[src/rtl/la_pkg.sv]
// Shared definitions for the logic-analyser readout path: default widths
// and the readout FSM state encoding.
package la_pkg;

  localparam int ADDR_BITS_DEF = 8;
  localparam int DATA_BITS_DEF = 8;
  localparam int CNT_BITS_DEF  = 8;

  typedef enum logic [2:0] {
    ST_IDLE,
    ST_LOAD,
    ST_FETCH,
    ST_WAIT,
    ST_SEND,
    ST_DONE
  } readout_state_e;

endpackage

[src/rtl/sample_readout_if.sv]
// Capture-RAM read port plus the outgoing valid/ready sample stream.
// The master side is the readout engine; the slave side is RAM plus stream sink.
interface sample_readout_if #(
  parameter int ADDR_BITS = la_pkg::ADDR_BITS_DEF,
  parameter int DATA_BITS = la_pkg::DATA_BITS_DEF
);

  logic [ADDR_BITS-1:0] mem_addr;
  logic                 mem_rd_en;
  logic [DATA_BITS-1:0] mem_rd_data;
  logic [DATA_BITS-1:0] m_data;
  logic                 m_valid;
  logic                 m_ready;

  modport master (
    output mem_addr, mem_rd_en, m_data, m_valid,
    input  mem_rd_data, m_ready
  );

  modport slave (
    input  mem_addr, mem_rd_en, m_data, m_valid,
    output mem_rd_data, m_ready
  );

endinterface

[src/rtl/readout_addr_ctr.sv]
// Wrapping capture-RAM address counter paired with the count of samples
// still to be emitted; 'last' flags the final sample of the readout.
module readout_addr_ctr #(
  parameter int ADDR_BITS = la_pkg::ADDR_BITS_DEF,
  parameter int CNT_BITS  = la_pkg::CNT_BITS_DEF
) (
  input  logic                 clk,
  input  logic                 reset,
  input  logic                 load,
  input  logic                 inc,
  input  logic [ADDR_BITS-1:0] load_addr,
  input  logic [CNT_BITS-1:0]  load_cnt,
  output logic [ADDR_BITS-1:0] addr,
  output logic                 last
);

  logic [CNT_BITS-1:0] remaining;

  // NOTE: sequential state is written with non-blocking assignments so every
  // register sees pre-edge values regardless of block evaluation order.
  always_ff @(posedge clk or posedge reset) begin
    if (reset) begin
      addr      <= '0;
      remaining <= '0;
    end else if (load) begin
      addr      <= load_addr;
      remaining <= load_cnt;
    end else if (inc) begin
      addr      <= addr + ADDR_BITS'(1);
      remaining <= remaining - CNT_BITS'(1);
    end
  end

  assign last = (remaining == CNT_BITS'(1));

endmodule

[src/rtl/sample_readout.sv]
// Reads a pre/post-trigger window out of the capture RAM onto a valid/ready
// stream. Optional trailing XOR checksum word: define SAMPLE_READOUT_CHECKSUM_EN.
module sample_readout
  import la_pkg::*;
#(
  parameter int ADDR_BITS = ADDR_BITS_DEF,
  parameter int DATA_BITS = DATA_BITS_DEF,
  parameter int CNT_BITS  = CNT_BITS_DEF
) (
  input  logic                 clk,
  input  logic                 reset,
  input  logic                 start,
  input  logic                 abort,
  input  logic [ADDR_BITS-1:0] trig_addr,
  input  logic [CNT_BITS-1:0]  read_cnt,
  input  logic [CNT_BITS-1:0]  delay_cnt,
  output logic                 busy,
  output logic                 done,
  sample_readout_if.master     bus
);

  readout_state_e       state, next_state;
  logic [CNT_BITS-1:0]  pre_cnt;
  logic [ADDR_BITS-1:0] start_addr;
  logic [ADDR_BITS-1:0] addr;
  logic                 last;
  logic                 sample_hs;
  logic [DATA_BITS-1:0] m_data_q;

  // Samples before the trigger; none when the post-trigger count covers it all.
  assign pre_cnt    = (read_cnt > delay_cnt) ? read_cnt - delay_cnt : '0;
  assign start_addr = trig_addr - ADDR_BITS'(pre_cnt);

`ifdef SAMPLE_READOUT_CHECKSUM_EN
  logic                 csum_phase;
  logic [DATA_BITS-1:0] csum_q;

  assign sample_hs = (state == ST_SEND) && bus.m_ready && !abort && !csum_phase;

  always_ff @(posedge clk or posedge reset) begin
    if (reset) begin
      csum_q     <= '0;
      csum_phase <= 1'b0;
    end else begin
      if (state == ST_LOAD)
        csum_q <= '0;
      else if (sample_hs)
        csum_q <= csum_q ^ m_data_q;
      if (state != ST_SEND)
        csum_phase <= 1'b0;
      else if (sample_hs && last)
        csum_phase <= 1'b1;
    end
  end
`else
  assign sample_hs = (state == ST_SEND) && bus.m_ready && !abort;
`endif

  readout_addr_ctr #(
    .ADDR_BITS (ADDR_BITS),
    .CNT_BITS  (CNT_BITS)
  ) u_addr_ctr (
    .clk       (clk),
    .reset     (reset),
    .load      (state == ST_LOAD),
    .inc       (sample_hs),
    .load_addr (start_addr),
    .load_cnt  (read_cnt),
    .addr      (addr),
    .last      (last)
  );

  always_ff @(posedge clk or posedge reset) begin
    if (reset) state <= ST_IDLE;
    else       state <= next_state;
  end

  // NOTE: next_state gets a default before the case so no path leaves it
  // unassigned, which would otherwise infer a latch.
  always_comb begin
    next_state = state;
    case (state)
      ST_IDLE:  if (start) next_state = ST_LOAD;
      ST_LOAD:  next_state = (read_cnt == '0) ? ST_DONE : ST_FETCH;
      ST_FETCH: next_state = ST_WAIT;
      ST_WAIT:  next_state = ST_SEND;
      ST_SEND: begin
        if (bus.m_ready) begin
`ifdef SAMPLE_READOUT_CHECKSUM_EN
          if (csum_phase)  next_state = ST_DONE;
          else if (last)   next_state = ST_SEND;
          else             next_state = ST_FETCH;
`else
          next_state = last ? ST_DONE : ST_FETCH;
`endif
        end
      end
      ST_DONE:  next_state = ST_IDLE;
      default:  next_state = ST_IDLE;
    endcase
    if (abort && (state != ST_IDLE)) next_state = ST_IDLE;
  end

  // RAM data lands during WAIT; the checksum replaces the last sample in place.
  always_ff @(posedge clk or posedge reset) begin
    if (reset)
      m_data_q <= '0;
    else if (state == ST_WAIT)
      m_data_q <= bus.mem_rd_data;
`ifdef SAMPLE_READOUT_CHECKSUM_EN
    else if (sample_hs && last)
      m_data_q <= csum_q ^ m_data_q;
`endif
  end

  assign busy          = (state != ST_IDLE);
  assign done          = (state == ST_DONE);
  assign bus.m_valid   = (state == ST_SEND);
  assign bus.m_data    = m_data_q;
  assign bus.mem_rd_en = (state == ST_FETCH);
  assign bus.mem_addr  = addr;

endmodule

[src/flat_wrapper.sv]
// flat-port wrapper written by rule: the top's interface ports become plain ports
module sample_readout_flat import la_pkg::*;
#(
  parameter int ADDR_BITS = ADDR_BITS_DEF,
  parameter int DATA_BITS = DATA_BITS_DEF,
  parameter int CNT_BITS  = CNT_BITS_DEF
)
  (clk, reset, start, abort, trig_addr, read_cnt, delay_cnt, busy, done, bus_mem_addr, bus_mem_rd_en, bus_m_data, bus_m_valid, bus_mem_rd_data, bus_m_ready);
  sample_readout_if #(.ADDR_BITS(ADDR_BITS), .DATA_BITS(DATA_BITS)) bus_i ();
  input  logic clk;
  input  logic reset;
  input  logic start;
  input  logic abort;
  input  logic [ADDR_BITS-1:0] trig_addr;
  input  logic [CNT_BITS-1:0] read_cnt;
  input  logic [CNT_BITS-1:0] delay_cnt;
  output logic busy;
  output logic done;
  output wire logic [$bits(bus_i.mem_addr)-1:0] bus_mem_addr;
  output wire logic [$bits(bus_i.mem_rd_en)-1:0] bus_mem_rd_en;
  output wire logic [$bits(bus_i.m_data)-1:0] bus_m_data;
  output wire logic [$bits(bus_i.m_valid)-1:0] bus_m_valid;
  input wire logic [$bits(bus_i.mem_rd_data)-1:0] bus_mem_rd_data;
  input wire logic [$bits(bus_i.m_ready)-1:0] bus_m_ready;
  assign bus_mem_addr = bus_i.mem_addr;
  assign bus_mem_rd_en = bus_i.mem_rd_en;
  assign bus_m_data = bus_i.m_data;
  assign bus_m_valid = bus_i.m_valid;
  assign bus_i.mem_rd_data = bus_mem_rd_data;
  assign bus_i.m_ready = bus_m_ready;
  sample_readout #(.ADDR_BITS(ADDR_BITS), .DATA_BITS(DATA_BITS), .CNT_BITS(CNT_BITS)) u_core (.clk(clk), .reset(reset), .start(start), .abort(abort), .trig_addr(trig_addr), .read_cnt(read_cnt), .delay_cnt(delay_cnt), .busy(busy), .done(done), .bus(bus_i));
endmodule
[config.mk]
export PLATFORM = sky130hd
export DESIGN_NAME = sample_readout_flat
export DESIGN_NICKNAME = d
export VERILOG_FILES = /design/src/rtl/la_pkg.sv /design/src/rtl/sample_readout_if.sv /design/src/rtl/readout_addr_ctr.sv /design/src/rtl/sample_readout.sv /design/src/flat_wrapper.sv
export SDC_FILE = /design/constraint.sdc
export NUM_CORES = 1
export LEC_CHECK = 0
export CAP_MARGIN = 25
export CORE_ASPECT_RATIO = 1.4
export CORE_MARGIN = 1.5
export CORE_UTILIZATION = 44
export CTS_CLUSTER_DIAMETER = 100
export CTS_CLUSTER_SIZE = 8
export DETAILED_ROUTE_END_ITERATION = 10
export PLACE_DENSITY = 0.83
export RECOVER_POWER = 50
export SLEW_MARGIN = 20
export SYNTH_ARGS = -nofsm -noshare
export SYNTH_HDL_FRONTEND = slang
export SYNTH_SLANG_ARGS = --single-unit
[constraint.sdc]
create_clock -name clk -period 1.9 [get_ports clk]
set_clock_uncertainty 0.15 [all_clocks]
set_input_delay 0.285 -clock clk [delete_from_list [all_inputs] [get_ports clk]]
set_output_delay 0.285 -clock clk [all_outputs]
set_load 0.05 [all_outputs]
==> flow_summary.yaml, run 1 <==
final_layout:
  antenna_cells: 0
  drive_gt1_frac: 0.388
  area_growth_pct: 69.2
  fillers: 306
  nets: 438
  final_core_util: 0.782
  final_cell_count_no_fill: 441
  fin_area_um2: 3570
floorplan:
  io_pins: 57
  core_um2: 4570
  num_rows: 29
  die-area_um2: 5230
  die_x_um: 61.6
  initial_core_util: 0.462
  die_h_um: 85.0
placement:
  dp_hpwl_um: 4700
  io_buffers: 56
  place_area_um2: 3190
  gp_congestion: 0.945
  dp_cells: 423
yosys:
  ys_ff_latch: 27
  synth_edf_count: 0
  synth_area_per_cell_um2: 8.22
  syn_nets: 315
  netlist_area_um2: 2110
  ys_async_sr_fraction: 1.00
  seq_area_frac_synth: 0.320
  synth_cells: 257
  synth.distinct_cells: 47
  ys.flop_type: "dfrtp_1"
  ys.warnings.count: 0
worst_setup_path:
  critPathMaxFanout: 3
  cp.arrival_ns: 3.06
  worst-r2r-setup-slack_ns: -0.20
  crit_start: "read_cnt[0]"
  reg2regPathDepth: 6
  cp-end-kind: "flop"
  critical_path_class: "in2reg"
  reg2reg_to: "u_core.state[1]$_DFFE_PP0P_"
  endpoint: "u_core.u_addr_ctr.addr[7]$_DFFE_PP0P_"
  r2r_start: "u_core.u_addr_ctr.remaining[6]$_DFFE_PP0P_"
  cp.required_ns: 1.91
  cp-start-kind: "input port"
timing:
  finalMaxSlewViolations: 0
  post-route-min-period_ns: 3.05
  fin_ws_ns: -1.15
  holdWs_ns: 0.284
  setup-tns-final_ns: -7.24
  finalSetupViolations: 12
  worstMarginPinSlew_ns: 0.674
  hold_violations: 0
  rsz0062_at_grt: "true"
  max_freq_mhz: 328
  fin_crit_sh: 1.61
  slew-limit-headroom: 0.551
cts:
  cts_hold_buf: 0
  cts_tree: "built"
  cts_buffer_depth: 2
  clock_latency_ns: 0.27
  clk_pin_slew_ns: 0.09
  h-tree-depth: 1
  cts.sinks: 27
  cts_made_buffers: 3
  cts_root_buffer: "clkbuf_8"
global_route:
  grt_pass1_vias: 2454
  overflow: 0
  grt_max_degree: 28
  antenna_found_initial: 0
  grt_pass1_wl_um: 10700
  grt_util_all_layers: 0.268
run_status:
  status: "finished, violations left"
  violations: "setup timing"
drt:
  first_pass_iters: 4
  post_drt_wl_per_cell_um: 16.0
  drc: 0
  num_vias: 2449
  drtIter0Drc: 94
  via_per_inst: 5.55
  totalWireLength_um: 7060
  ant_nets: 0
power_and_ir_drop:
  ir_drop_mv: 0.610
  power.density_nw_per_um2: 1240
  leakage_nw: 1.63
hold_path:
  hp-class: "in2reg"
run:
  drv_cap: 0
metal layers:
metal,share of wire,GRT usage,vias up
li1,-,-,1141
met1,0.36,0.293,1158
met2,0.55,0.486,113
met3,0.044,0.0244,37
met4,0.052,0.132,0
met5,0,0,-
cell usage in the layout (no fill, tap or decap), types with 4 or more instances in the layout:
cell type,instances
dlygate4sd2_1,11
ha_4,12
buf_4,76
ha_1,6
o21ai_1,8
dfrtp_1,27
a21oi_1,12
nand2_1,45
inv_2,10
inv_1,8
nand3_1,5
xnor2_1,7
o21a_1,5
nor2_1,12
nor3_1,5
clkdlybuf4s50_1,21
a31oi_1,5
buf_12,4
a21oi_2,6
xor2_1,7
cell type report:
cell class              instances  area (um^2)  area share
clock buffers                   3         41.3      0.0116
clock inverters                 1         7.51     0.00210
inverters                      20         87.6      0.0245
multi-input cells             202         1610       0.450
flip-flops and latches         27          676       0.189
well taps                      62         77.6      0.0217
repair buffers                126         1070       0.301
power by group:
group / switching (mW) / leakage [nW] / internal [mW] / total, mW
logic: 1.74 / 1.29 / 1.25 / 2.99
registers: 0.237 / 0.326 / 0.854 / 1.09
clock network: 0.183 / 0.0217 / 0.149 / 0.332
through the flow:
stage                     power, mW  setup slack, ns
after CTS                      4.26            -1.06
after detailed placement       3.79            -1.87
after global placement         3.71            -1.79
after floorplan                2.76            -1.15
final                          4.41            -1.15
after global routing           4.67            -1.30
synth_stat cells, types with 5 or more instances:
cell | n | area share
nand2_1 | 49 | 0.087
dfrtp_1 | 27 | 0.32
ha_1 | 19 | 0.11
inv_1 | 19 | 0.034
a21oi_1 | 18 | 0.043
nor2_1 | 14 | 0.025
o21ai_1 | 9 | 0.021
xnor2_1 | 9 | 0.037
xor2_1 | 8 | 0.033
a31oi_1 | 5 | 0.015
nand3_1 | 5 | 0.012
nor2b_1 | 5 | 0.015
nor3_1 | 5 | 0.012
o21a_1 | 5 | 0.018
logic make-up (layout without fill, tap and decap cells):
| logic type | after synthesis | after routing | share of synthesized area |
|---|---|---|---|
| simple gates | 101 | 101 | 0.231 |
| compound gates | 61 | 61 | 0.184 |
| buf+inv | 28 | 150 | 0.0533 |
| flops | 27 | 27 | 0.320 |
| fa+ha+maj | 21 | 21 | 0.132 |
| xor+xnor | 17 | 17 | 0.0705 |
| mux | 2 | 2 | 0.00948 |
how the worst min path moves through the flow:
stage | startpoint | endpoint | slack [ns] | cells after the start
2_1_floorplan | reset | u_core.bus.m_data[0]$_DFFE_PP0P_ | 0.19 | 1
3_3_place_gp | u_core.bus.m_data[4]$_DFFE_PP0P_ | u_core.bus.m_data[4]$_DFFE_PP0P_ | 0.31 | 2
3_5_place_dp | u_core.bus.m_data[7]$_DFFE_PP0P_ | u_core.bus.m_data[7]$_DFFE_PP0P_ | 0.32 | 2
4_1_cts | read_cnt[0] | u_core.u_addr_ctr.remaining[0]$_DFFE_PP0P_ | 0.18 | 4
5_1_grt | read_cnt[0] | u_core.u_addr_ctr.remaining[0]$_DFFE_PP0P_ | 0.29 | 5
6_report | read_cnt[0] | u_core.u_addr_ctr.remaining[0]$_DFFE_PP0P_ | 0.28 | 5
critical path: stages:
cell      delay [ns]
buf_12          0.11
inv_12          0.04
ha_4            0.12
inv_2           0.03
fa_2            0.34
a21o_1          0.18
a21oi_2         0.16
nor2_1          0.07
o22a_2          0.23
nand2_2         0.09
ha_4            0.21
or4_4           0.51
o21ai_2         0.07
a31oi_1         0.06
xnor2_1         0.25
and4_1          0.26
a211oi_2        0.04
registers in the layout, indices dropped and copies added, names as in the netlist:
signal	count
u_core.state	3
u_core.bus.m_data	8
u_core.u_addr_ctr.addr	8
u_core.u_addr_ctr.remaining	8
what timing repair did:
action	4_1_cts	5_1_grt
resized for setup	68	22
setup buffers	8	6
endpoints found under the setup margin	11	21
pin swaps	40	23
(Power assumes the default switching activity.)
==> inputs of run 2 (changes only) <==
- ABC_CLOCK_PERIOD_IN_PS: unset -> 2800
- SETUP_SLACK_MARGIN: unset -> 0.3
- clock period: 1.9 -> 2.8 ns (I/O delays scaled with it)
==> run 2 against run 1 <==
  * The run still ends with setup timing left
  * Flip-flop and latch count did not move
  * Clock power is 34% lower
  * Global-route usage shrank 1.3 points
  * First-iteration DRC count up 54%
  * Cell area fell by 1.7%
  * Worst hold slack gained 0.046 ns
  * Critical path depth is the same
  * Largest cell class unchanged
==> flow_summary.yaml, run 2 (synthesized netlist as in run 1, its figures left out) <==
run_status:
  status: "finished, violations left"
  violations: "setup timing"
power_and_ir_drop:
  clockPowerShare: 0.076
  swShare: 0.493
  combPwrFrac: 0.657
  p_switching_mw: 1.42
  pwr-share-seq: 0.267
  ir_drop_mv: 0.353
  p_int_mw: 1.46
  power.density_nw_per_um2: 819
  p_total_mw: 2.88
  leakage_nw: 1.56
floorplan:
  die_h_um: 85.0
  die-area_um2: 5230
  initial_core_util: 0.462
  io_pins: 57
  num_rows: 29
  core_um2: 4570
  die_x_um: 61.6
run:
  drv_cap: 0
worst_setup_path:
  crit_top_cell: "ha_4"
  cp_slowest_cell: "or4_4"
  slowest_delay_ns: 0.48
  critPathMaxFanout: 5
  crit_path_cell_trace: "buf_12 > inv_12 > ha_4 > inv_2 > fa_2 > a21o_1 > a21oi_4 > nor2_2 > o22a_2 > nand2_2 > ha_4 > or4_4 > o21ai_2 > a31oi_1 > xnor2_1 > and4_1 > a211oi_2"
  cp.arrival_ns: 3.24
  critical_path_class: "in2reg"
  cp.required_ns: 2.81
  cp-start-kind: "input port"
  cp-end-kind: "flop"
placement:
  pre_cts_ws_ns: -1.12
  dp_cells: 409
  gp_congestion: 0.896
  dp_hpwl_um: 4430
  io_buffers: 56
timing:
  finalMaxSlewViolations: 0
  fin_crit_sh: 1.16
  max_freq_mhz: 309
  slew-limit-headroom: 0.0229
  fin_ws_ns: -0.435
  post-route-min-period_ns: 3.23
  finalSetupViolations: 7
  worstMarginPinSlew_ns: 1.47
  hold_violations: 0
  rsz0062_at_grt: "true"
cts:
  cts_root_buffer: "clkbuf_8"
  clk_pin_slew_ns: 0.10
  cts_tree: "built"
  cts_made_buffers: 3
  clock_latency_ns: 0.26
  cts_hold_buf: 0
  cts.sinks: 27
  h-tree-depth: 1
  cts_buffer_depth: 2
global_route:
  grt_pass1_wl_um: 10300
  grt_max_degree: 28
  grt_pass1_vias: 2337
  overflow: 0
  antenna_found_initial: 0
  grt_util_all_layers: 0.254
final_layout:
  drive_gt1_frac: 0.321
  final_common_cell: "buf_4"
  area_growth_pct: 66.3
  nets: 424
  final_core_util: 0.768
  antenna_cells: 0
  most-common-layout-cells: "buf_4 (49), nand2_1 (45), clkdlybuf4s50_1 (37), dfrtp_1 (27)"
  final_cell_count_no_fill: 427
hold_path:
  hp-class: "in2reg"
drt:
  ant_nets: 0
  via_per_inst: 5.46
  drtIter0Drc: 145
  totalWireLength_um: 6630
  first_pass_iters: 4
  num_vias: 2331
  drc: 0
  post_drt_wl_per_cell_um: 15.5
[run 2: cell count changes in the layout (fill, tap and decap cells not counted), moves of 3 or more]
cell,delta
a21oi_2,-3
buf_12,-3
buf_4,-27
buf_6,+4
clkdlybuf4s15_1,+4
clkdlybuf4s50_1,+16
dlygate4sd2_1,-3
[run 2: final timing paths]
kind,start,end,slack [ns],depth (start not counted)
worst max register to register,u_core.u_addr_ctr.remaining[3]$_DFFE_PP0P_,u_core.state[2]$_DFFE_PP0P_,0.67,5
min in group asynchronous,reset,u_core.bus.m_data[0]$_DFFE_PP0P_,0.92,3
worst max-delay path,read_cnt[0],u_core.u_addr_ctr.addr[7]$_DFFE_PP0P_,-0.43,17
worst min-delay path,read_cnt[0],u_core.u_addr_ctr.remaining[0]$_DFFE_PP0P_,0.33,4
max in group asynchronous,reset,u_core.u_addr_ctr.addr[0]$_DFFE_PP0P_,0.71,3
worst min register to register,u_core.bus.m_data[3]$_DFFE_PP0P_,u_core.bus.m_data[3]$_DFFE_PP0P_,0.34,2
[run 2: area by class of cell]
type                    count  area (um^2)
multi-input cells         202         1630
clock buffers               3         41.3
repair buffers            112          993
well taps                  62         77.6
flip-flops and latches     27          676
inverters                  20         87.6
fillers                   299         1060
clock inverters             1         5.00
[run 2: power by group through the flow]
| stage | registers, mW | clock network [mW] | logic (mW) |
|---|---|---|---|
| 2_1_floorplan | 1.11 | 0 | 0.762 |
| 3_3_place_gp | 0.754 | 0 | 1.67 |
| 3_5_place_dp | 0.766 | 0 | 1.71 |
| 4_1_cts | 0.757 | 0.221 | 1.80 |
| 5_1_grt | 0.794 | 0.240 | 2.01 |
| 6_report | 0.768 | 0.219 | 1.89 |
[run 2: repair_timing]
item                                    4_1_cts  5_1_grt
gates resized for setup                      71       24
setup buffers                                 8        6
endpoints found under the setup margin        9        8
pin swaps                                    42       41
[run 2: critical path, delay by kind of cell]
kind / cells / cell delay, ns
and+or+nand+nor: 4 / 0.89
buffers and inverters: 3 / 0.19
AOI/OAI and AO/OA: 6 / 0.78
xor gates and xnor gates: 1 / 0.28
adders and majority gates: 3 / 0.69
[run 2: per-layer routing]
metal | part of all wire | up-vias | wire length (um) | GRT usage
met2 | 0.54 | 85 | 3570 | 0.454
met3 | 0.046 | 14 | 307 | 0.0335
met1 | 0.39 | 1113 | 2570 | 0.284
met4 | 0.026 | 0 | 173 | 0.116
met5 | 0 | - | 0 | 0
li1 | - | 1119 | - | -
[run 2: stage by stage]
stage	hold WS [ns]	setup TNS [ns]	cell area, um^2
6_report	0.330	-1.39	3510
5_1_grt	0.332	-2.03	3510
4_1_cts	0.325	-1.01	3380
3_5_place_dp	0.318	-6.44	3080
3_3_place_gp	0.307	-5.94	3080
2_1_floorplan	0.323	-0.905	2170
==> inputs of run 3 (changes only) <==
- SYNTH_HIERARCHICAL: unset -> 1
==> run 3 against run 2 <==
  * The flow still finishes with violations (setup timing)
  * Critical endpoint is now u_core/u_addr_ctr/addr[6]$_DFFE_PP0P_
  * Cell count fell by 4.9%
  * Core utilization fell by 2.8 points
  * Sequential share of layout area rose by 0.57 points
  * Sequential power barely moved
  * Combinational power fell by 11%
  * Maximum frequency rose by 1.8%
  * Worst hold slack got worse by 0.0038 ns
  * Via count fell by 4.9%
  * Non-clock buffer count fell by 5
  * First-iteration DRC count fell by 30%
  * Register-to-register slack got worse by 0.23 ns
==> flow_summary.yaml, run 3 <==
final_layout:
  nets: 402
  final_common_cell: "buf_4"
  area_growth_pct: 60.2
  drive_gt1_frac: 0.326
  final_core_util: 0.740
  most-common-layout-cells: "buf_4 (46), clkdlybuf4s50_1 (40), dfrtp_1 (27), nand2_1 (23), inv_1 (14)"
  fin_area_um2: 3410
  fillers: 331
  antenna_cells: 0
cts:
  clock_latency_ns: 0.27
  cts_buffer_depth: 2
  cts_hold_buf: 0
  h-tree-depth: 1
  cts_made_buffers: 3
  cts.sinks: 27
  cts_root_buffer: "clkbuf_8"
  clk_pin_slew_ns: 0.09
  cts_tree: "built"
placement:
  io_buffers: 56
  dp_hpwl_um: 4570
  place_area_um2: 3120
  gp_congestion: 0.952
  pre_cts_ws_ns: -1.21
yosys:
  synth_edf_count: 0
  ys_ff_latch: 27
  synth_commonest_cells: "dfrtp_1 (27), nand2_1 (23), inv_1 (22)"
  ys.warnings.count: 6
  synth.most_common_cell: "dfrtp_1"
  synth_cells: 238
  ys_async_sr_fraction: 1.00
  synth_area_per_cell_um2: 8.95
  synth_top_cell_by_area: "dfrtp_1"
  syn_nets: 295
  synth.distinct_cells: 50
  yosys.area.top_type_share: 0.317
  yosys-top-cells-area: "dfrtp_1 (32%), ha_1 (11%), mux2_2 (4.2%)"
  ys.flop_type: "dfrtp_1"
  seq_area_frac_synth: 0.317
  netlist_area_um2: 2130
worst_setup_path:
  cp_slowest_cell: "a211oi_4"
  cp.buffers_inverters: 3
  cp-end-kind: "flop"
  crit_top_cell: "fa_2"
  slowest_delay_ns: 0.36
  crit_path_cell_trace: "buf_8 > inv_8 > ha_4 > fa_2 > and2b_2 > o31ai_4 > a211oi_4 > nand2b_1 > buf_4 > fa_2 > a21o_1 > a21oi_2 > o21bai_1 > a21oi_1 > xnor2_1 > nand2_1 > nand3_1"
  crit_family: "compound AO/OA/AOI/OAI gates"
  cp.required_ns: 2.87
  critical_path_class: "in2reg"
  critPathMaxFanout: 6
  cp.arrival_ns: 3.24
  cp-start-kind: "input port"
global_route:
  grt_pass1_vias: 2229
  antenna_found_initial: 0
  grt_pass1_wl_um: 9620
  grt_max_degree: 31
  overflow: 0
  grt_util_all_layers: 0.239
drt:
  drtIter0Drc: 101
  first_pass_iters: 6
  post_drt_wl_per_cell_um: 14.9
  totalWireLength_um: 6070
  num_vias: 2217
  ant_nets: 0
  drc: 0
  via_per_inst: 5.46
run_status:
  violations: "setup timing"
  status: "finished, violations left"
timing:
  post-route-min-period_ns: 3.18
  max_freq_mhz: 315
  hold_violations: 0
  fin_ws_ns: -0.379
  slew-limit-headroom: 0.584
  finalSetupViolations: 6
  finalMaxSlewViolations: 0
  rsz0062_at_grt: "true"
  worstMarginPinSlew_ns: 0.624
  fin_crit_sh: 1.14
  holdWs_ns: 0.326
power_and_ir_drop:
  power.density_nw_per_um2: 784
  ir_drop_mv: 0.353
  leakage_nw: 1.46
floorplan:
  initial_core_util: 0.462
  die_h_um: 85.3
  core_um2: 4610
  num_rows: 29
  io_pins: 57
  die-area_um2: 5270
  die_x_um: 61.8
run:
  drv_cap: 0
hold_path:
  hp-class: "in2reg"
[run 3: cell count changes after synthesis, moves of 6 or more]
cell	delta
mux2_2	+8
or4_1	+6
o21ai_1	-8
nand2_1	-26
nand3b_1	+6
a21oi_1	-12
o21ai_0	+13
[run 3: cells by family after synthesis]
| group | synth area share |
|---|---|
| flops | 0.317 |
| mux | 0.0470 |
| simple gates | 0.229 |
| buf+inv | 0.0535 |
| xor+xnor | 0.0576 |
| compound gates | 0.171 |
| fa+ha+maj | 0.125 |
[run 3: routing by layer]
| layer | vias to the layer above | share of wire | routed length, um | global-route usage |
|---|---|---|---|---|
| met4 | 0 | 0.037 | 224 | 0.0948 |
| met3 | 21 | 0.043 | 263 | 0.0244 |
| met1 | 1049 | 0.37 | 2220 | 0.246 |
| li1 | 1074 | - | - | - |
| met5 | - | 0 | 0 | 0 |
| met2 | 73 | 0.55 | 3360 | 0.458 |
[run 3: power by group]
group	total [mW]	internal [mW]	switching, mW
clock	0.220	0.0998	0.120
sequential	0.771	0.579	0.192
combinational	1.68	0.707	0.976
total	2.67	1.39	1.29
[run 3: worst min-delay path, cell delays in order]
cell	delay, ns
buf_8	0.09
buf_4	0.11
nand2_1	0.04
o21ai_0	0.06
[run 3: worst paths after layout]
kind                                                  startpoint                                         end  slack [ns]  cells after the start
worst max-delay path                                 read_cnt[0]       u_core/u_addr_ctr/addr[6]$_DFFE_PP0P_       -0.38                     17
worst min-delay path                                 read_cnt[0]  u_core/u_addr_ctr/remaining[0]$_DFFE_PP0P_        0.33                      4
worst max register to register       u_core/state[0]$_DFFE_PP0P_  u_core/u_addr_ctr/remaining[5]$_DFFE_PP0P_        0.44                      6
worst min register to register  u_core/bus.m_data[1]$_DFFE_PP0P_            u_core/bus.m_data[1]$_DFFE_PP0P_        0.36                      1
max in group asynchronous                                  reset  u_core/u_addr_ctr/remaining[5]$_DFFE_PP0P_        1.56                      2
min in group asynchronous                                  reset            u_core/bus.m_data[0]$_DFFE_PP0P_        0.44                      2
[run 3: layout make-up]
| class | instances | area [um^2] | share of cell area |
|---|---|---|---|
| Clock buffer | 3 | 41.3 | 0.0121 |
| Clock inverter | 1 | 5.00 | 0.00147 |
| Tap cell | 62 | 77.6 | 0.0227 |
| Inverter | 23 | 93.8 | 0.0275 |
| Timing Repair Buffer | 107 | 948 | 0.278 |
| Multi-Input combinational cell | 183 | 1570 | 0.460 |
| Sequential cell | 27 | 676 | 0.198 |
[run 3: through the flow]
| step | total power [mW] | setup TNS [ns] | instances |
|---|---|---|---|
| floorplan | 1.81 | -1.42 | 238 |
| global placement | 2.31 | -6.13 | 394 |
| detailed placement | 2.37 | -6.84 | 394 |
| CTS | 2.65 | -1.38 | 404 |
| global route | 2.85 | -2.31 | 406 |
| finish | 2.67 | -1.60 | 406 |
[run 3: what timing repair did]
item,CTS,global route
pin swaps,22,16
gates resized for setup,60,9
buffers inserted,6,2
endpoints found under the setup margin,12,9
